<file path="src/rtl/prog_mem_if.sv">
// prog_mem_if: fetch and program-load bus of the k-series instruction memory.
//   master : core fetch stage + boot/debug loader (drives requests and beats)
//   slave  : prog_mem (returns instructions and load status)
// Signals:
//   fetch_en/fetch_addr -> inst/inst_valid   1-cycle registered fetch
//   ld_start/ld_valid/ld_data/ld_last        load control and beat stream
//   ld_ready/ld_done/ld_err/busy/prog_len    load status
// Handshake: a load beat transfers on a clk edge where ld_valid && ld_ready are
// both high. ld_ready may drop without notice (e.g. when ld_start is raised or
// the load finishes); the loader keeps ld_valid/ld_data/ld_last stable until
// the beat is accepted. inst_valid is a pure one-cycle response flag with no
// backpressure: the core must take inst whenever inst_valid is high.
interface prog_mem_if #(
  parameter int ADDR_W = 4,
  parameter int INST_W = 8
);
  logic              fetch_en;
  logic [ADDR_W-1:0] fetch_addr;
  logic [INST_W-1:0] inst;
  logic              inst_valid;
  logic              ld_start;
  logic              ld_valid;
  logic [INST_W-1:0] ld_data;
  logic              ld_last;
  logic              ld_ready;
  logic              ld_done;
  logic              ld_err;
  logic              busy;
  logic [ADDR_W:0]   prog_len;

  modport master (
    output fetch_en, fetch_addr, ld_start, ld_valid, ld_data, ld_last,
    input  inst, inst_valid, ld_ready, ld_done, ld_err, busy, prog_len
  );

  modport slave (
    input  fetch_en, fetch_addr, ld_start, ld_valid, ld_data, ld_last,
    output inst, inst_valid, ld_ready, ld_done, ld_err, busy, prog_len
  );
endinterface

</file>
<file path="src/rtl/prog_mem.sv">
// prog_mem: loadable instruction memory for the k-series core.
// Program words are streamed in over the load port of prog_mem_if; the core
// fetches them with a registered 1-cycle read. Addresses at or beyond the
// loaded program length (or any fetch while not in RUN) return IDLE_INST so the
// core idles safely past end-of-program.
// Ports:
//   clk        clock
//   reset_n    synchronous active-low reset
//   bus        prog_mem_if.slave (fetch + load signals)
//   fsm_state  debug view of the load FSM (0=EMPTY, 1=LOAD, 2=RUN)
// Optional build macro PROG_MEM_BOOT_EN: reset comes up in RUN serving a
// built-in 9-word boot program (Fibonacci) until the first ld_start.
module prog_mem #(
  parameter int                ADDR_W    = 4,
  parameter int                INST_W    = 8,
  parameter logic [INST_W-1:0] IDLE_INST = INST_W'(8'b00110000)
) (
  input  logic         clk,
  input  logic         reset_n,
  prog_mem_if.slave    bus,
  output logic [1:0]   fsm_state
);
  localparam int DEPTH = 2 ** ADDR_W;

  typedef enum logic [1:0] {
    EMPTY = 2'd0,
    LOAD  = 2'd1,
    RUN   = 2'd2
  } state_t;

`ifdef PROG_MEM_BOOT_EN
  localparam state_t          RESET_STATE = RUN;
  localparam logic [ADDR_W:0] RESET_LEN   = (ADDR_W+1)'(9);
`else
  localparam state_t          RESET_STATE = EMPTY;
  localparam logic [ADDR_W:0] RESET_LEN   = '0;
`endif

  state_t            state;
  logic [ADDR_W-1:0] wr_ptr;
  logic [ADDR_W:0]   prog_len;
  logic [INST_W-1:0] inst;
  logic              inst_valid;
  logic              ld_done;
  logic              ld_err;
  logic              ld_ready;
  logic              accept;
  logic              hit;
  logic [INST_W-1:0] rd_word;

  logic [INST_W-1:0] mem [DEPTH];

`ifdef PROG_MEM_BOOT_EN
  // Set by reset, cleared forever by the first ld_start.
  logic boot_mode;

  function automatic logic [INST_W-1:0] boot_word(input logic [ADDR_W-1:0] a);
    logic [7:0] w;
    case (32'(a))
      0:       w = 8'h08;
      1:       w = 8'h19;
      2:       w = 8'h22;
      3:       w = 8'h10;
      4:       w = 8'h70;
      5:       w = 8'h00;
      6:       w = 8'h14;
      7:       w = 8'h04;
      8:       w = 8'hB2;
      default: w = 8'h30;
    endcase
    return INST_W'(w);
  endfunction
`endif

  // ld_start outranks a coincident beat, so ready is withdrawn in that cycle.
  assign ld_ready = (state == LOAD) && !bus.ld_start;
  assign accept   = bus.ld_valid && ld_ready;
  assign hit      = (state == RUN) && ({1'b0, bus.fetch_addr} < prog_len);

  always_comb begin
    rd_word = IDLE_INST;
    if (hit) begin
`ifdef PROG_MEM_BOOT_EN
      rd_word = boot_mode ? boot_word(bus.fetch_addr) : mem[bus.fetch_addr];
`else
      rd_word = mem[bus.fetch_addr];
`endif
    end
  end

  // Storage has no reset: contents past prog_len are never returned.
  always_ff @(posedge clk) begin
    if (reset_n && accept) begin
      mem[wr_ptr] <= bus.ld_data;
    end
  end

  always_ff @(posedge clk) begin
    if (!reset_n) begin
      state      <= RESET_STATE;
      wr_ptr     <= '0;
      prog_len   <= RESET_LEN;
      inst       <= IDLE_INST;
      inst_valid <= 1'b0;
      ld_done    <= 1'b0;
      ld_err     <= 1'b0;
`ifdef PROG_MEM_BOOT_EN
      boot_mode  <= 1'b1;
`endif
    end else begin
      ld_done    <= 1'b0;
      inst_valid <= bus.fetch_en;
      if (bus.fetch_en) begin
        inst <= rd_word;
      end

      if (bus.ld_start) begin
        state    <= LOAD;
        wr_ptr   <= '0;
        prog_len <= '0;
        ld_err   <= 1'b0;
`ifdef PROG_MEM_BOOT_EN
        boot_mode <= 1'b0;
`endif
      end else if (accept) begin
        wr_ptr   <= wr_ptr + ADDR_W'(1);
        // Computed from the pre-increment pointer so a full load reads DEPTH.
        prog_len <= {1'b0, wr_ptr} + (ADDR_W+1)'(1);
        if (bus.ld_last) begin
          state   <= RUN;
          ld_done <= 1'b1;
        end else if (&wr_ptr) begin
          // Memory full without an end marker: keep what fits, flag overrun.
          state   <= RUN;
          ld_done <= 1'b1;
          ld_err  <= 1'b1;
        end
      end
    end
  end

  assign bus.inst       = inst;
  assign bus.inst_valid = inst_valid;
  assign bus.ld_ready   = ld_ready;
  assign bus.ld_done    = ld_done;
  assign bus.ld_err     = ld_err;
  assign bus.busy       = (state == LOAD);
  assign bus.prog_len   = prog_len;
  assign fsm_state      = state;
endmodule

</file>
<file path="src/flat_wrapper.sv">
// flat-port wrapper written by rule: the top's interface ports become plain ports
module prog_mem_flat 
#(
  parameter int                ADDR_W    = 4,
  parameter int                INST_W    = 8,
  parameter logic [INST_W-1:0] IDLE_INST = INST_W'(8'b00110000)
)
  (clk, reset_n, fsm_state, bus_fetch_en, bus_fetch_addr, bus_ld_start, bus_ld_valid, bus_ld_data, bus_ld_last, bus_inst, bus_inst_valid, bus_ld_ready, bus_ld_done, bus_ld_err, bus_busy, bus_prog_len);
  prog_mem_if #(.ADDR_W(ADDR_W), .INST_W(INST_W)) bus_i ();
  input  logic clk;
  input  logic reset_n;
  output logic [1:0] fsm_state;
  input wire logic [$bits(bus_i.fetch_en)-1:0] bus_fetch_en;
  input wire logic [$bits(bus_i.fetch_addr)-1:0] bus_fetch_addr;
  input wire logic [$bits(bus_i.ld_start)-1:0] bus_ld_start;
  input wire logic [$bits(bus_i.ld_valid)-1:0] bus_ld_valid;
  input wire logic [$bits(bus_i.ld_data)-1:0] bus_ld_data;
  input wire logic [$bits(bus_i.ld_last)-1:0] bus_ld_last;
  output wire logic [$bits(bus_i.inst)-1:0] bus_inst;
  output wire logic [$bits(bus_i.inst_valid)-1:0] bus_inst_valid;
  output wire logic [$bits(bus_i.ld_ready)-1:0] bus_ld_ready;
  output wire logic [$bits(bus_i.ld_done)-1:0] bus_ld_done;
  output wire logic [$bits(bus_i.ld_err)-1:0] bus_ld_err;
  output wire logic [$bits(bus_i.busy)-1:0] bus_busy;
  output wire logic [$bits(bus_i.prog_len)-1:0] bus_prog_len;
  assign bus_i.fetch_en = bus_fetch_en;
  assign bus_i.fetch_addr = bus_fetch_addr;
  assign bus_i.ld_start = bus_ld_start;
  assign bus_i.ld_valid = bus_ld_valid;
  assign bus_i.ld_data = bus_ld_data;
  assign bus_i.ld_last = bus_ld_last;
  assign bus_inst = bus_i.inst;
  assign bus_inst_valid = bus_i.inst_valid;
  assign bus_ld_ready = bus_i.ld_ready;
  assign bus_ld_done = bus_i.ld_done;
  assign bus_ld_err = bus_i.ld_err;
  assign bus_busy = bus_i.busy;
  assign bus_prog_len = bus_i.prog_len;
  prog_mem #(.ADDR_W(ADDR_W), .INST_W(INST_W), .IDLE_INST(IDLE_INST)) u_core (.clk(clk), .reset_n(reset_n), .bus(bus_i), .fsm_state(fsm_state));
endmodule
</file>
<file path="config.mk">
export PLATFORM = sky130hd
export DESIGN_NAME = prog_mem_flat
export DESIGN_NICKNAME = d
export VERILOG_FILES = /design/src/rtl/prog_mem_if.sv /design/src/rtl/prog_mem.sv /design/src/flat_wrapper.sv
export SDC_FILE = /design/constraint.sdc
export NUM_CORES = 1
export LEC_CHECK = 0
export BUFFER_PORTS_ARGS = -buffer_cell sky130_fd_sc_hd__buf_2
export CAP_MARGIN = 20
export CORE_MARGIN = 2
export CORE_UTILIZATION = 55
export CTS_BUF_LIST = sky130_fd_sc_hd__clkbuf_16
export DETAILED_ROUTE_END_ITERATION = 8
export PLACE_DENSITY = 0.83
export SLEW_MARGIN = 10
export SYNTH_ARGS = -nofsm -noshare
export SYNTH_HDL_FRONTEND = slang
export SYNTH_SLANG_ARGS = --single-unit
</file>
<file path="constraint.sdc">
create_clock -name clk -period 2.8 [get_ports clk]
set_input_delay 0.14 -clock clk [delete_from_list [all_inputs] [get_ports clk]]
set_output_delay 0.14 -clock clk [all_outputs]
set_load 0.005 [all_outputs]
</file>
# After elaboration in Yosys (flattened, before gate mapping)
# Memories as Yosys holds them, arrays and structs flattened.
# Cells that the tools add are included.
# totals
output_inout_bits	20
latchBits	0
ramBits	128
rom_bits	0
inputBits	18
memories	1
register_bits	22
# mem_list
name	depth	width	read_ports	rd_clocked_by_memory_dff	write_ports	line_no	source
u_core.mem	16	8	1	0	1	prog_mem.sv:51	logic [INST_W-1:0] mem [DEPTH];
# classes
n_addsub	2
n_reduce_logical	14
n_lt_le_gt_ge	1
mul	0
muxes	9
shifts	0
eq_ne	2
bitwise	3
div	0
# op_table
op	count
8-bit two-way mux	1
1-bit two-way mux	6
6-bit AND reduction	1
4-bit by 1-bit adder with 5-bit output (second input constant)	1
4-bit by 5-bit less-than comparator with 1-bit output	1
4-bit by 1-bit adder with 4-bit output (second input constant)	1
1-bit logical AND	4
2-bit two-way mux	2
2-bit AND reduction	2
4-bit AND reduction	1
2-bit nonzero test	2
1-bit NOT	3
3-bit nonzero test	1
3-bit OR reduction	1
2-bit by 1-bit equality test with 1-bit output (second input constant)	1
2-bit equality test (second input constant)	1
2-bit OR reduction	1
1-bit logical NOT	1

# Longest topological paths before layout
# logic_depth
ltp_word	6
ltp_mapped	7

# Least setup slack after synthesis
# Ideal clock, no wire load.
# synth_timing
path_kind	register to register
startpoint	register u_core.state[1], in the netlist u_core.fsm_state[1]
endpoint	memory u_core.mem[0][0] (enable)
setup_time_ns	0.383
period_less_slack_ns	2.130
path_stages_with_launch	6
required_time_ns	2.417
path_slack_ns	0.670
arrival_time_ns	1.746
n_path_buf	1
path_cell_list	dfxtp_1 > nor4bb_1 > clkbuf_1 > and2_1 > nand2_1 > nor3_1
# synth_between
elab_chain_cells	6
# synth_rtl
element	line_no	source
start: declaration	prog_mem.sv:39	state_t state;
start signal: assignment	prog_mem.sv:100	state <= RESET_STATE;
start signal: assignment	prog_mem.sv:118	state <= LOAD;
start signal: assignment	prog_mem.sv:130	state <= RUN;
2-bit by 1-bit equality test with 1-bit output	prog_mem.sv:76	assign ld_ready = (state == LOAD) && !bus.ld_start;
1-bit logical AND	prog_mem.sv:76	
1-bit logical AND	prog_mem.sv:77	assign accept = bus.ld_valid && ld_ready;
1-bit logical AND	prog_mem.sv:93	if (reset_n && accept) begin
1-bit two-way mux	prog_mem.sv:93	
1-bit two-way mux (not written as such)	prog_mem.sv:94	mem[wr_ptr] <= bus.ld_data;
end: declaration	prog_mem.sv:51	
# No other way between the ends.

# Worst setup path in the final report
# layout_timing
startpoint	register u_core.prog_len[3], in the netlist u_core.bus.prog_len[3]
endpoint	register u_core.inst[5], in the netlist u_core.bus.inst[5]
# layout_between
elab_chain_cells	3
# layout_rtl
element	line_no	source
start: declaration	prog_mem.sv:41	logic [ADDR_W:0] prog_len;
start signal: assignment	prog_mem.sv:128	prog_len <= {1'b0, wr_ptr} + (ADDR_W+1)'(1);
4-bit by 5-bit less-than comparator with 1-bit output	prog_mem.sv:78	assign hit = (state == RUN) && ({1'b0, bus.fetch_addr} < prog_len);
1-bit logical AND	prog_mem.sv:78	
8-bit two-way mux	prog_mem.sv:82	if (hit) begin
end signal: assignment	prog_mem.sv:114	inst <= rd_word;
end: declaration	prog_mem.sv:42	logic [INST_W-1:0] inst;
# No other way between the ends.
# A chain may end at the register's enable or synchronous reset.

==> flow_metrics.py <==
metrics = {
    "synth": {
        "syn_nets": 327,
        "ys_warn_count": 0,
        "synth_compound_area_share_pct": 3.992,
        "synth_cells": 302,
        "synthAdderAreaFrac_pct": 1.527,
        "syn_area_per_cell_um2": 18.99,
        "post_synth_mux_area_share_pct": 13.68,
        "synthesis.area_um2": 5736,
        "ys_seq_elements": 146,
        "synth-simple-area-share_pct": 5.127,
        "synth_top_family_by_area": "multiplexers",
        "ys_types": 28,
        "yosysSeqAreaShare_pct": 73.30,
        "synth-xor-area-share_pct": 0.4581,
    },
    "sta": {
        "tns_ns": 0,
        "worst_slew_pin_slew_ns": 0.8024,
        "finClkSkew_ns": 0.008882,
        "setup_viol": 0,
        "post-route-period-util_pct": 79.71,
        "slew_violations": 0,
        "fin_crit_ns": 2.232,
        "hold_viol": 0,
        "fmax_ghz": 0.4480,
        "whs_ns": 0.02515,
        "rsz0062_at_grt": "no",
        "relSlewSlack_pct": 46.40,
    },
    "placement": {
        "io_buffers": 37,
        "dp_hpwl_mm": 7.366,
        "place_congestion": 0.8084,
    },
    "flow_run": {
        "maxCapViolCount": 0,
    },
    "final_layout": {
        "final_common_cell": "edfxtp_1",
        "syn_to_final_growth_pct": 18.22,
        "num-fill-cells": 655,
        "diodes": 0,
        "final_cell_mix": "edfxtp_1 (128), buf_2 (37), nor2_1 (26)",
        "layout.nets": 392,
        "drive_above_1_share_pct": 27.11,
    },
    "clock_tree": {
        "htreeDepth": 4,
        "clock_latency_ns": 0.42,
        "numCtsBuffers": 17,
        "cts_hold_buf": 3,
        "cts_sinks": 146,
        "clockBufferDepth": 2,
        "clk_pin_slew_ns": 0.06,
        "cts_resized": 0,
        "cts-root-buf": "clkbuf_16",
        "post_cts_buffers": 0,
        "cts_tree": "built",
    },
    "drt": {
        "wire_per_inst_um": 22.31,
        "finalWirelength_mm": 11.51,
        "firstDrtPassIters": 4,
        "routed_via_density": 5.957,
        "first_iter_violations": 254,
        "drtAntennaViolNets": 0,
        "drcViolationCount": 0,
        "vias": 3074,
    },
    "status": {
        "status": "finished clean",
    },
    "setup_path": {
        "start_kind": "flop",
        "arrival_ns": 2.49,
        "slowest_delay_ns": 0.61,
        "worstPathRequired_ns": 3.05,
        "path_cells": "inv_1, ha_1, a21oi_1, o21ai_0, a21oi_1, a31oi_1",
        "cp_common_cell": "a21oi_1",
        "reg2reg_depth": 6,
        "path_class": "reg -> reg",
        "critical_path.max_fanout": 10,
        "end_kind": "flop",
        "cp_slowest_cell": "a21oi_1",
    },
    "power": {
        "power_frac_seq_pct": 49.4,
        "p_switching_mw": 1.016,
        "peakVddDrop_mv": 0.6264,
        "power_frac_comb_pct": 3.6,
        "p_leak_nw": 2.375,
        "powerDensity_nw_per_um2": 707.7,
        "p_sw_share_pct": 21.17,
        "intPower_mw": 3.783,
        "clkPwrFrac_pct": 47.0,
    },
    "global_routing": {
        "grt_pass1_vias": 3140,
        "track_usage_pct": 21.88,
        "antenna_found_initial": 0,
        "grt-ovfl-total": 0,
        "grt_start_max_net_pins": 22,
        "grt_pass1_wl_mm": 17.28,
    },
    "floorplan": {
        "die_y_um": 106.1,
        "start_util_pct": 56.06,
        "io_pins": 38,
        "rows": 37,
        "core_um2": 10230,
        "dieArea_um2": 11260,
        "fp.dieW_um": 106.1,
    },
    "min_path": {
        "hp-class": "in -> reg",
        "holdPathStages": 2,
    },
}
==> final cells by class <==
class / count / area, µm² / area share [%]
Timing Repair Buffer: 59 / 370.4 / 5.462
Tap cell: 136 / 170.2 / 2.510
Clock buffer: 17 / 425.4 / 6.274
Sequential cell: 146 / 4204 / 62.00
Clock inverter: 15 / 170.2 / 2.510
Inverter: 5 / 18.77 / 0.2768
Multi-Input combinational cell: 138 / 1421 / 20.96
==> registers in the layout, indices dropped and copies added, names as in the netlist <==
name	cells
u_core.mem	128
u_core.bus.inst_valid	1
u_core.bus.ld_done	1
u_core.bus.inst	8
u_core.bus.ld_err	1
u_core.bus.prog_len	5
u_core.fsm_state	2
==> stage by stage <==
| stage | worst slack [ns] | std cells | area (µm²) | utilization (%) | power, mW |
|---|---|---|---|---|---|
| floorplan | 0.6701 | 302 | 5736 | - | 2.521 |
| global placement | 0.6722 | 481 | 6155 | 60.16 | 2.580 |
| detailed placement | 0.6315 | 481 | 6155 | 60.16 | 2.587 |
| CTS | 0.6155 | 516 | 6780 | 66.27 | 4.839 |
| global route | 0.4114 | 516 | 6780 | 66.27 | 4.931 |
| finish | 0.5680 | 516 | 6780 | 66.27 | 4.799 |
==> kinds of logic (layout without fill, tap and decap cells) <==
| group | Yosys count | after routing |
|---|---|---|
| buf+inv | 18 | 96 |
| compound gates | 32 | 32 |
| mux | 32 | 32 |
| simple gates | 64 | 64 |
| flops | 146 | 146 |
| fa+ha+maj | 7 | 7 |
| xor+xnor | 3 | 3 |
==> power groups by stage <==
stage / Combinational [mW] / Sequential, mW / Clock [mW]
after floorplan: 0.103 / 2.42 / 0
after global routing: 0.189 / 2.37 / 2.37
after CTS: 0.175 / 2.37 / 2.29
final: 0.175 / 2.37 / 2.25
after global placement: 0.163 / 2.42 / 0
after detailed placement: 0.170 / 2.42 / 0
==> path summary, 6_finish.rpt <==
kind,from,endpoint,slack [ns]
max,u_core.bus.prog_len[3]$_SDFFE_PP0P_,u_core.bus.inst[5]$_SDFFE_PN1P_,0.57
min,reset_n,u_core.bus.ld_done$_SDFF_PP0_,0.03
max reg2reg,u_core.bus.prog_len[3]$_SDFFE_PP0P_,u_core.bus.inst[5]$_SDFFE_PN1P_,0.57
min reg2reg,u_core.bus.inst[1]$_SDFFE_PN0P_,u_core.bus.inst[1]$_SDFFE_PN0P_,0.48
==> synthesized netlist by cell type <==
cell type | count | area, µm²
nor4bb_1 | 1 | 10.01
nand3b_1 | 1 | 7.510
ha_1 | 7 | 87.58
xnor2_1 | 3 | 26.28
mux4_2 | 15 | 337.8
a31oi_1 | 3 | 18.77
mux4_1 | 17 | 446.7
inv_1 | 5 | 18.77
a22oi_1 | 16 | 120.1
nand2b_1 | 3 | 18.77
buf_12 | 1 | 20.02
a21oi_1 | 5 | 25.02
nor3b_1 | 1 | 7.510
nor3_1 | 4 | 20.02
and2_1 | 4 | 25.02
a22o_1 | 6 | 52.55
edfxtp_1 | 128 | 3844
nand2_1 | 17 | 63.81
nor2_1 | 26 | 97.59
nor2b_1 | 5 | 31.28
buf_6 | 2 | 22.52
nand4_1 | 2 | 12.51
o21a_1 | 1 | 7.510
buf_1 | 6 | 22.52
clkbuf_1 | 3 | 11.26
buf_8 | 1 | 15.01
dfxtp_1 | 18 | 360.4
o21ai_0 | 1 | 5.000
==> critical path: cells and delay by family (launching register included) <==
kind,cells,cell delay (ns)
buffers and inverters,1,0.17
AOI/OAI and AO/OA,4,1.01
adders and majority gates,1,0.34
DFF,1,0.56
==> metal layers <==
| layer | GRT usage, % | up-vias | wire length (µm) | share of wire (%) |
|---|---|---|---|---|
| met4 | 9.680 | 0 | 272 | 2.4 |
| met5 | 0 | - | 0 | 0 |
| met2 | 34.39 | 136 | 5639 | 49 |
| met3 | 6.131 | 22 | 801 | 7.0 |
| met1 | 28.85 | 1556 | 4796 | 42 |
| li1 | - | 1360 | - | - |
No activity file was read; power rests on OpenSTA's default activity.
